===== src/rtl/mult4_arb_pkg.sv =====
// mult4_arb_pkg: state encodings and shared constants for the mult4 arbiter
package mult4_arb_pkg;
  typedef enum logic [1:0] {ST_IDLE = 2'd0, ST_CALC = 2'd1, ST_HOLD = 2'd2} state_t;
  localparam int SETTLE_CYC_DEF = 2;
  localparam int OP_CNT_W = 16;
endpackage


===== src/rtl/mult4_arb_if.sv =====
// mult4_arb_if: requester operand handshake and result handshake of the shared multiplier
interface mult4_arb_if #(parameter int NREQ = 4, parameter int ID_W = 2);
  logic [NREQ-1:0] req_valid, req_ready;
  logic [4*NREQ-1:0] req_a, req_b;
  logic res_valid, res_ready;
  logic [7:0] res_data;
  logic [ID_W-1:0] res_id;
  modport master (output req_valid, req_a, req_b, res_ready, input req_ready, res_valid, res_data, res_id);
  modport slave (input req_valid, req_a, req_b, res_ready, output req_ready, res_valid, res_data, res_id);
endinterface


===== src/rtl/mult4.sv =====
// mult4: 4x4 unsigned array multiplier summing shifted partial-product rows
module mult4 (
  input  logic [3:0] a,
  input  logic [3:0] b,
  output logic [7:0] p
);
  always_comb begin
    p = '0;
    for (int i = 0; i < 4; i++) p = p + ({4'd0, a & {4{b[i]}}} << i);
  end
endmodule


===== src/rtl/mult4_arb_rr_pick.sv =====
// mult4_arb_rr_pick: one-hot round-robin pick of the first valid at or above ptr, with wrap
module mult4_arb_rr_pick #(parameter int NREQ = 4, parameter int ID_W = 2) (
  input  logic [ID_W-1:0] ptr,
  input  logic [NREQ-1:0] valid,
  output logic [NREQ-1:0] grant,
  output logic [ID_W-1:0] index
);
  logic [2*NREQ-1:0] dv, gr;
  logic [NREQ-1:0] hit;
  always_comb begin
    dv = {valid, valid} >> ptr;
    hit = '0;
    for (int k = NREQ - 1; k >= 0; k--) hit = dv[k] ? NREQ'(1) << k : hit;
    gr = {hit, hit} << ptr;
    grant = gr[2*NREQ-1:NREQ];
    index = '0;
    for (int i = 0; i < NREQ; i++) index = grant[i] ? ID_W'(i) : index;
  end
endmodule


===== src/rtl/mult4_arb.sv =====
// mult4_arb: round-robin sequencer sharing one mult4 among NREQ requesters
module mult4_arb import mult4_arb_pkg::*; #(
  parameter int NREQ = 4,
  parameter int ID_W = 2,
  parameter int SETTLE_CYC = SETTLE_CYC_DEF
) (
  input  logic                clk,
  input  logic                rst_n,
  mult4_arb_if.slave          bus,
  output logic                busy,
  output logic [OP_CNT_W-1:0] op_cnt
);
  localparam int CNT_W = SETTLE_CYC > 1 ? $clog2(SETTLE_CYC) : 1;
  state_t state;
  logic [ID_W-1:0] rr_ptr, id_reg, g_idx;
  logic [CNT_W-1:0] cnt;
  logic [3:0] a_reg, b_reg, a_sel, b_sel;
  logic [7:0] prod;
  logic [NREQ-1:0] grant;
  mult4_arb_rr_pick #(.NREQ(NREQ), .ID_W(ID_W)) u_pick (.ptr(rr_ptr), .valid(bus.req_valid), .grant(grant), .index(g_idx));
  mult4 u_mult (.a(a_reg), .b(b_reg), .p(prod));
  always_comb begin
    a_sel = '0;
    b_sel = '0;
    for (int i = 0; i < NREQ; i++) begin
      a_sel = grant[i] ? bus.req_a[4*i +: 4] : a_sel;
      b_sel = grant[i] ? bus.req_b[4*i +: 4] : b_sel;
    end
  end
  // grant is masked during reset so requesters never see a strobe that cannot transfer
  assign bus.req_ready = (rst_n && state == ST_IDLE) ? grant : '0;
  assign busy = state == ST_CALC || state == ST_HOLD;
  always_ff @(posedge clk or negedge rst_n) begin
    if (!rst_n) begin
      state <= ST_IDLE;
      rr_ptr <= '0;
      cnt <= '0;
      a_reg <= '0;
      b_reg <= '0;
      id_reg <= '0;
      bus.res_valid <= 1'b0;
      bus.res_data <= '0;
      bus.res_id <= '0;
      op_cnt <= '0;
    end else begin
      case (state)
        ST_IDLE: if (|grant) begin
          a_reg <= a_sel;
          b_reg <= b_sel;
          id_reg <= g_idx;
          rr_ptr <= (g_idx == ID_W'(NREQ - 1)) ? '0 : g_idx + 1'b1;
          cnt <= CNT_W'(SETTLE_CYC - 1);
          state <= ST_CALC;
        end
        ST_CALC: if (cnt == '0) begin
          bus.res_data <= prod;
          bus.res_id <= id_reg;
          bus.res_valid <= 1'b1;
          state <= ST_HOLD;
        end else cnt <= cnt - 1'b1;
        ST_HOLD: if (bus.res_ready) begin
          bus.res_valid <= 1'b0;
          op_cnt <= op_cnt + 1'b1;
          state <= ST_IDLE;
        end
        default: state <= ST_IDLE;
      endcase
    end
  end
endmodule

===== src/flat_wrapper.sv =====
// flat-port wrapper written by rule: the top's interface ports become plain ports
module mult4_arb_flat import mult4_arb_pkg::*;
#(
  parameter int NREQ = 4,
  parameter int ID_W = 2,
  parameter int SETTLE_CYC = SETTLE_CYC_DEF
)
  (clk, rst_n, busy, op_cnt, bus_req_valid, bus_req_a, bus_req_b, bus_res_ready, bus_req_ready, bus_res_valid, bus_res_data, bus_res_id);
  mult4_arb_if #(.NREQ(NREQ), .ID_W(ID_W)) bus_i ();
  input  logic clk;
  input  logic rst_n;
  output logic busy;
  output logic [OP_CNT_W-1:0] op_cnt;
  input wire logic [$bits(bus_i.req_valid)-1:0] bus_req_valid;
  input wire logic [$bits(bus_i.req_a)-1:0] bus_req_a;
  input wire logic [$bits(bus_i.req_b)-1:0] bus_req_b;
  input wire logic [$bits(bus_i.res_ready)-1:0] bus_res_ready;
  output wire logic [$bits(bus_i.req_ready)-1:0] bus_req_ready;
  output wire logic [$bits(bus_i.res_valid)-1:0] bus_res_valid;
  output wire logic [$bits(bus_i.res_data)-1:0] bus_res_data;
  output wire logic [$bits(bus_i.res_id)-1:0] bus_res_id;
  assign bus_i.req_valid = bus_req_valid;
  assign bus_i.req_a = bus_req_a;
  assign bus_i.req_b = bus_req_b;
  assign bus_i.res_ready = bus_res_ready;
  assign bus_req_ready = bus_i.req_ready;
  assign bus_res_valid = bus_i.res_valid;
  assign bus_res_data = bus_i.res_data;
  assign bus_res_id = bus_i.res_id;
  mult4_arb #(.NREQ(NREQ), .ID_W(ID_W), .SETTLE_CYC(SETTLE_CYC)) u_core (.clk(clk), .rst_n(rst_n), .bus(bus_i), .busy(busy), .op_cnt(op_cnt));
endmodule

===== config.mk =====
export PLATFORM = sky130hd
export DESIGN_NAME = mult4_arb_flat
export DESIGN_NICKNAME = d
export VERILOG_FILES = /design/src/rtl/mult4_arb_pkg.sv /design/src/rtl/mult4_arb_if.sv /design/src/rtl/mult4.sv /design/src/rtl/mult4_arb_rr_pick.sv /design/src/rtl/mult4_arb.sv /design/src/flat_wrapper.sv
export SDC_FILE = /design/constraint.sdc
export NUM_CORES = 1
export LEC_CHECK = 0
export BUFFER_PORTS_ARGS = -buffer_cell sky130_fd_sc_hd__buf_2
export CORE_MARGIN = 2
export CORE_UTILIZATION = 57
export CTS_CLUSTER_DIAMETER = 80
export DETAILED_ROUTE_END_ITERATION = 12
export PLACE_DENSITY = 0.86
export SYNTH_ARGS = -nofsm -noshare
export SYNTH_HDL_FRONTEND = slang
export SYNTH_HIERARCHICAL = 1
export SYNTH_SLANG_ARGS = --single-unit

===== constraint.sdc =====
create_clock -name clk -period 4.88 [get_ports clk]
set_input_delay 0 -clock clk [delete_from_list [all_inputs] [get_ports clk]]
set_output_delay 0 -clock clk [all_outputs]
set_load 0.05 [all_outputs]

==> results.yml, run 1 <==
route:
  drt_iter0_markers: 124
  drt_wl_total_um: 5580
  firstDrtPassIters: 4
  wire_per_inst_um: 15.3
  vias_per_cell: 5.79
  num_vias: 2119
  drtAntennaViolNets: 0
  drc: 0
global_routing:
  antenna_found_initial: 0
  grt_pass1_wl_um: 9250
  overflow: 0
  grt.total_usage_pct: 23.6
  grt_pass1_vias: 1983
  grt_max_degree: 47
setup_path:
  required_ns: 5.07
  reg2reg_depth: 11
  r2r_slack_ns: 1.75
  endpoint: "u_core/bus.res_data[7]"
  regToRegStartpoint: "u_core/b_reg[0]"
  critical_path.startpoint: "u_core/b_reg[0]"
  cp_max_fo: 5
  crit_path_end_kind: "register"
  r2r-end: "u_core/bus.res_data[7]"
  critPathKind: "register to register"
  cp.arrival_ns: 3.32
  startpoint_type: "register"
sta:
  fmax_ghz: 0.320
  slew_viol_final: 0
  period_needed_ns: 3.13
  setup_tns_ns: 0
  hold_violations: 0
  rsz0062_at_grt: "false"
  clock_skew_ns: 0.0110
  relSlewSlack_pct: 32.0
  post-route-period-util_pct: 64.1
  finalSetupViolations: 0
  worstMarginPinSlew_ns: 1.02
clocking:
  cts_made_buffers: 5
  cts_resized: 0
  cts_setup_buffers: 0
  htreeDepth: 2
  insertion_delay_ns: 0.31
  path_clk_slew_ns: 0.08
  clk_path_buf_depth: 2
  clock-root-buffer: "clkbuf_8"
  cts_tree: "done"
  cts.sink_count: 42
yosys:
  synth_ff_type: "dfrtp_1"
  syn_avg_cell_area_um2: 10.5
  yosysSeqAreaShare_pct: 40.9
  syn_area_mm2: 0.00257
  synthesis.nets: 304
  yosys.area.top_type: "dfrtp_1"
  synthCells: 244
  synth_area_leaders: "dfrtp_1, ha_1, mux2_2, fa_1, nand2_1"
  synth-seq-cells: 42
  ys_warn_count: 6
  synthArstFlopShare_pct: 100
  synth_top_cell_area_share_pct: 40.9
  synth-edff-count: 0
  synth.distinct_cells: 47
cells_and_area:
  drive_above_1_share_pct: 32.5
  area_growth_pct: 19.5
  nNetsFinal: 373
  largest_register_ffs: 16
  diodes: 0
  top_regs: "u_core/op_cnt (16), u_core/bus.res_data (8)"
  largest_register: "u_core/op_cnt"
  final_util_pct: 70.6
floorplanning:
  die_w_um: 71.2
  dieArea_mm2: 0.00507
  initial_core_util_pct: 59.1
  die_h_um: 71.2
  rows: 24
  core_region_area_mm2: 0.00435
  design.portCount: 71
status:
  status: "complete, no violations"
power:
  peakVddDrop_mv: 0.426
  power_density_mw_per_mm2: 593
  power_leakage_nw: 1.64
placed_design:
  hpwl_um: 4150
  port_buffers: 70
  routabilityCongestion: 0.890
run:
  cap_violations: 0
min_path:
  hold_class: "primary input to register"
metal layers:
layer	vias to the layer above	track usage, %	wire [µm]
li1	1015	-	-
met1	1010	32.5	2360
met2	83	35.5	2640
met3	11	6.70	498
met4	0	9.64	92
met5	-	0	0
stage by stage:
step	setup slack, ns	std cells	total power [mW]	cell area, µm²	hold slack, ns
after global placement	1.80	357	1.46	2930	0.197
after CTS	1.75	366	1.83	3070	0.00141
after floorplan	1.86	244	1.31	2570	-0.296
after global routing	1.63	366	1.95	3070	0.00899
final	1.75	366	1.82	3070	0.000740
after detailed placement	1.76	357	1.49	2930	0.205
logic make-up after synthesis:
kind of cell,share of synthesized area [%]
AOI/OAI and AO/OA,14.3
xor gates and xnor gates,6.13
adders and majority gates,11.7
buffers and inverters,4.33
DFF,40.9
muxes,6.81
and+or+nand+nor,15.9
what timing repair did:
| item | 4_1_cts | 5_1_grt |
|---|---|---|
| endpoints found under the hold margin | 42 | 0 |
| setup endpoints to repair | 0 | 0 |
| hold buffers | 1 | 0 |
cell usage in the layout, fill, tap and decap left out, drive strengths merged, types with 3 or more instances in the layout:
master  count
dfrtp      42
nor2b       3
o21ai       3
buf        70
mux2       14
a21oi      12
ha         16
xor2       10
clkbuf      5
o31ai       8
nand4       4
fa          5
nor2        6
a211oi      3
nor4        4
nand2      26
a21o        3
xnor2       8
a221oi      8
nand3       5
nor3        4
and3        6
o22ai       7
inv        12
and2       13
layout make-up:
class,instances,area (µm²)
flip-flops and latches,42,1050
inverters,13,48.8
fillers,327,1280
well taps,52,65.1
multi-input cells,180,1410
repair buffers,71,360
clock buffers,5,68.8
clock inverters,3,68.8
Yosys cell counts (3+ instances only):
| cell type | n |
|---|---|
| nand4_1 | 3 |
| nor3_1 | 4 |
| o21ai_0 | 3 |
| nor2_1 | 6 |
| nor4_1 | 4 |
| ha_1 | 16 |
| nand2_1 | 25 |
| a221oi_1 | 8 |
| o22ai_1 | 7 |
| dfrtp_1 | 42 |
| and3_1 | 6 |
| inv_1 | 12 |
| mux2_2 | 12 |
| and2_1 | 13 |
| xnor2_1 | 8 |
| fa_1 | 5 |
| o31ai_1 | 8 |
| nand3_1 | 5 |
| xor2_1 | 10 |
| buf_6 | 3 |
| a21oi_1 | 11 |
worst max-delay path, cell delays in order (launching register included):
cell,delay [ns]
dfrtp_1,0.41
and2_1,0.19
fa_1,0.53
inv_1,0.05
fa_1,0.53
inv_1,0.04
ha_1,0.22
fa_1,0.40
a21o_1,0.18
a21oi_2,0.14
xnor2_1,0.07
mux2_2,0.25
worst min-delay path by stage:
stage                   from                      to  slack [ns]  depth (start not counted)
2_1_floorplan          rst_n         u_core/a_reg[0]       -0.30                          0
3_3_place_gp           rst_n  u_core/bus.res_data[6]        0.20                          1
3_5_place_dp           rst_n  u_core/bus.res_data[6]        0.21                          1
4_1_cts        bus_req_b[14]         u_core/b_reg[2]       0.001                          3
5_1_grt        bus_req_b[14]         u_core/b_reg[2]       0.009                          3
6_report       bus_req_b[14]         u_core/b_reg[2]      0.0007                          3
report_power, final:
group | leakage, nW | switching [mW] | internal [mW] | total, mW
registers | 0.543 | 0.109 | 0.459 | 0.568
clock network | 0.0683 | 0.128 | 0.205 | 0.332
logic | 1.03 | 0.581 | 0.341 | 0.922
Note: power is estimated with default switching activity, not from simulation.
==> inputs of run 2 (changes only) <==
Settings changed: CORE_UTILIZATION 57 to 53, PLACE_DENSITY 0.86 to 0.81.
Clock period 4.88 ns to 3 ns, I/O delays scaled along.
==> run 2 against run 1 <==
Clock-buffer cell count increased by 1. Core utilization decreased by 2.9 points. Global-route usage decreased by 1.6 points. Via count increased by 1.1%. First-iteration DRC count decreased by 26%. Sequential power increased by 61%. Worst hold slack improved by 0.023 ns. Combinational power increased by 78%. Sequential share of layout area decreased by 1.1 points. Clock power increased by 38%. Die area increased by 7.1%. Routed wire length increased by 4.0%. Critical path type unchanged. Critical endpoint unchanged. Largest cell class unchanged. Largest power group unchanged.
==> results.yml, run 2 (synthesis gave the netlist of run 1 again) <==
setup_path:
  startpoint_type: "register"
  cp.arrival_ns: 3.17
  crit_slowest_cell: "fa_1"
  crit_path_end_kind: "register"
  required_ns: 3.19
  cp_max_fo: 2
  crit_top_cell: "fa_1"
  cpPeakStageDelay_ns: 0.56
  critPathKind: "register to register"
  crit_chain: "and2_4, fa_1, inv_2, fa_1, inv_1, ha_2, fa_2, a21o_1, a21oi_2, xnor2_1, mux2_4"
placed_design:
  port_buffers: 70
  placed_cell_area_mm2: 0.00301
  hpwl_um: 4230
  routabilityCongestion: 0.851
sta:
  hold_violations: 0
  post-route-period-util_pct: 99.4
  period_needed_ns: 2.98
  finalSetupViolations: 0
  setup_tns_ns: 0
  worstMarginPinSlew_ns: 0.758
  rsz0062_at_grt: "true"
  fmax_ghz: 0.335
  slew_viol_final: 0
  relSlewSlack_pct: 49.4
  clock_skew_ns: 0.00728
floorplanning:
  die_h_um: 73.7
  design.portCount: 71
  dieArea_mm2: 0.00543
  core_region_area_mm2: 0.00469
  rows: 25
  initial_core_util_pct: 54.8
  die_w_um: 73.7
route:
  drtAntennaViolNets: 0
  drt_wl_total_um: 5810
  num_vias: 2143
  drt_iter0_markers: 92
  wire_per_inst_um: 15.2
  vias_per_cell: 5.62
  firstDrtPassIters: 4
  drc: 0
global_routing:
  antenna_found_initial: 0
  grt_max_degree: 32
  grt_pass1_wl_um: 8990
  overflow: 0
  grt_pass1_vias: 1949
  grt.total_usage_pct: 22.1
cells_and_area:
  fillCellCount: 356
  final_util_pct: 67.6
  layout.cells.most_common: "buf_2"
  largest_register_ffs: 16
  largest_register: "u_core/op_cnt"
  area_growth_pct: 23.3
  nNetsFinal: 387
  mostFrequentLayoutCells: "buf_2, dfrtp_1, nand2_1"
  diodes: 0
  design_area_mm2: 0.00317
  drive_above_1_share_pct: 37.0
  top_regs: "u_core/op_cnt (16), u_core/bus.res_data (8)"
power:
  peakVddDrop_mv: 0.669
  power_density_mw_per_mm2: 950
  power_leakage_nw: 1.70
clocking:
  cts_tree: "done"
  cts_made_buffers: 5
  clk_path_buf_depth: 2
  insertion_delay_ns: 0.29
  path_clk_slew_ns: 0.08
  htreeDepth: 2
  clock-root-buffer: "clkbuf_8"
  cts.sink_count: 42
status:
  status: "complete, no violations"
min_path:
  hold_class: "primary input to register"
run:
  cap_violations: 0
## run 2: where the power goes
part,switching (mW),leakage [nW],internal (mW)
combinational,1.01,1.10,0.637
sequential,0.165,0.543,0.747
clock,0.192,0.0573,0.266
## run 2: stage by stage
step                instances  total power [mW]  setup WS, ns  hold slack (ns)
floorplan                 244              2.13        0.0273           -0.296
global placement          369              2.47        0.0231          -0.0848
detailed placement        369              2.51       -0.0727          -0.0773
CTS                       379              3.00        0.0136           0.0178
global route              381              3.21       -0.0425           0.0308
finish                    381              3.01        0.0186           0.0233
## run 2: critical path: cells and delay by family (launching register included)
kind	cells	cell delay [ns]
xor+xnor	1	0.07
flops	1	0.40
compound gates	2	0.33
buf+inv	2	0.09
mux	1	0.25
simple gates	1	0.17
fa+ha+maj	4	1.57
## run 2: final cells by class
type	instances	area [µm²]	area share [%]
repair buffers	85	465	14.7
multi-input cells	180	1430	45.0
flip-flops and latches	42	1050	33.1
clock buffers	6	82.6	2.60
clock inverters	1	30.0	0.946
well taps	54	67.6	2.13
inverters	13	48.8	1.54
## run 2: per-layer routing
| layer | global-route usage, % | share of wire, % |
|---|---|---|
| met2 | 33.4 | 48 |
| met4 | 8.28 | 1.6 |
| met1 | 32.0 | 45 |
| met5 | 0 | 0 |
| met3 | 3.57 | 5.2 |
## run 2: timing repair
| action | CTS | global route |
|---|---|---|
| pin swaps | 7 | 6 |
| resized for setup | 5 | 1 |
| buffers inserted | 2 | 2 |
| hold buffers | 1 | 0 |
| hold endpoints to repair | 11 | 0 |
| setup endpoints to repair | 1 | 1 |
## run 2: path summary, 6_finish.rpt
kind | cells past startpoint | endpoint | start | slack (ns)
min in group asynchronous | 2 | u_core/bus.res_id[0] | rst_n | 0.14
setup / recovery | 11 | u_core/bus.res_data[7] | u_core/a_reg[3] | 0.02
hold reg to reg | 1 | u_core/op_cnt[15] | u_core/op_cnt[15] | 0.47
max in group asynchronous | 3 | u_core/op_cnt[13] | rst_n | 2.16
hold / removal | 3 | u_core/b_reg[2] | bus_req_b[14] | 0.02
setup reg to reg | 11 | u_core/bus.res_data[7] | u_core/a_reg[3] | 0.02
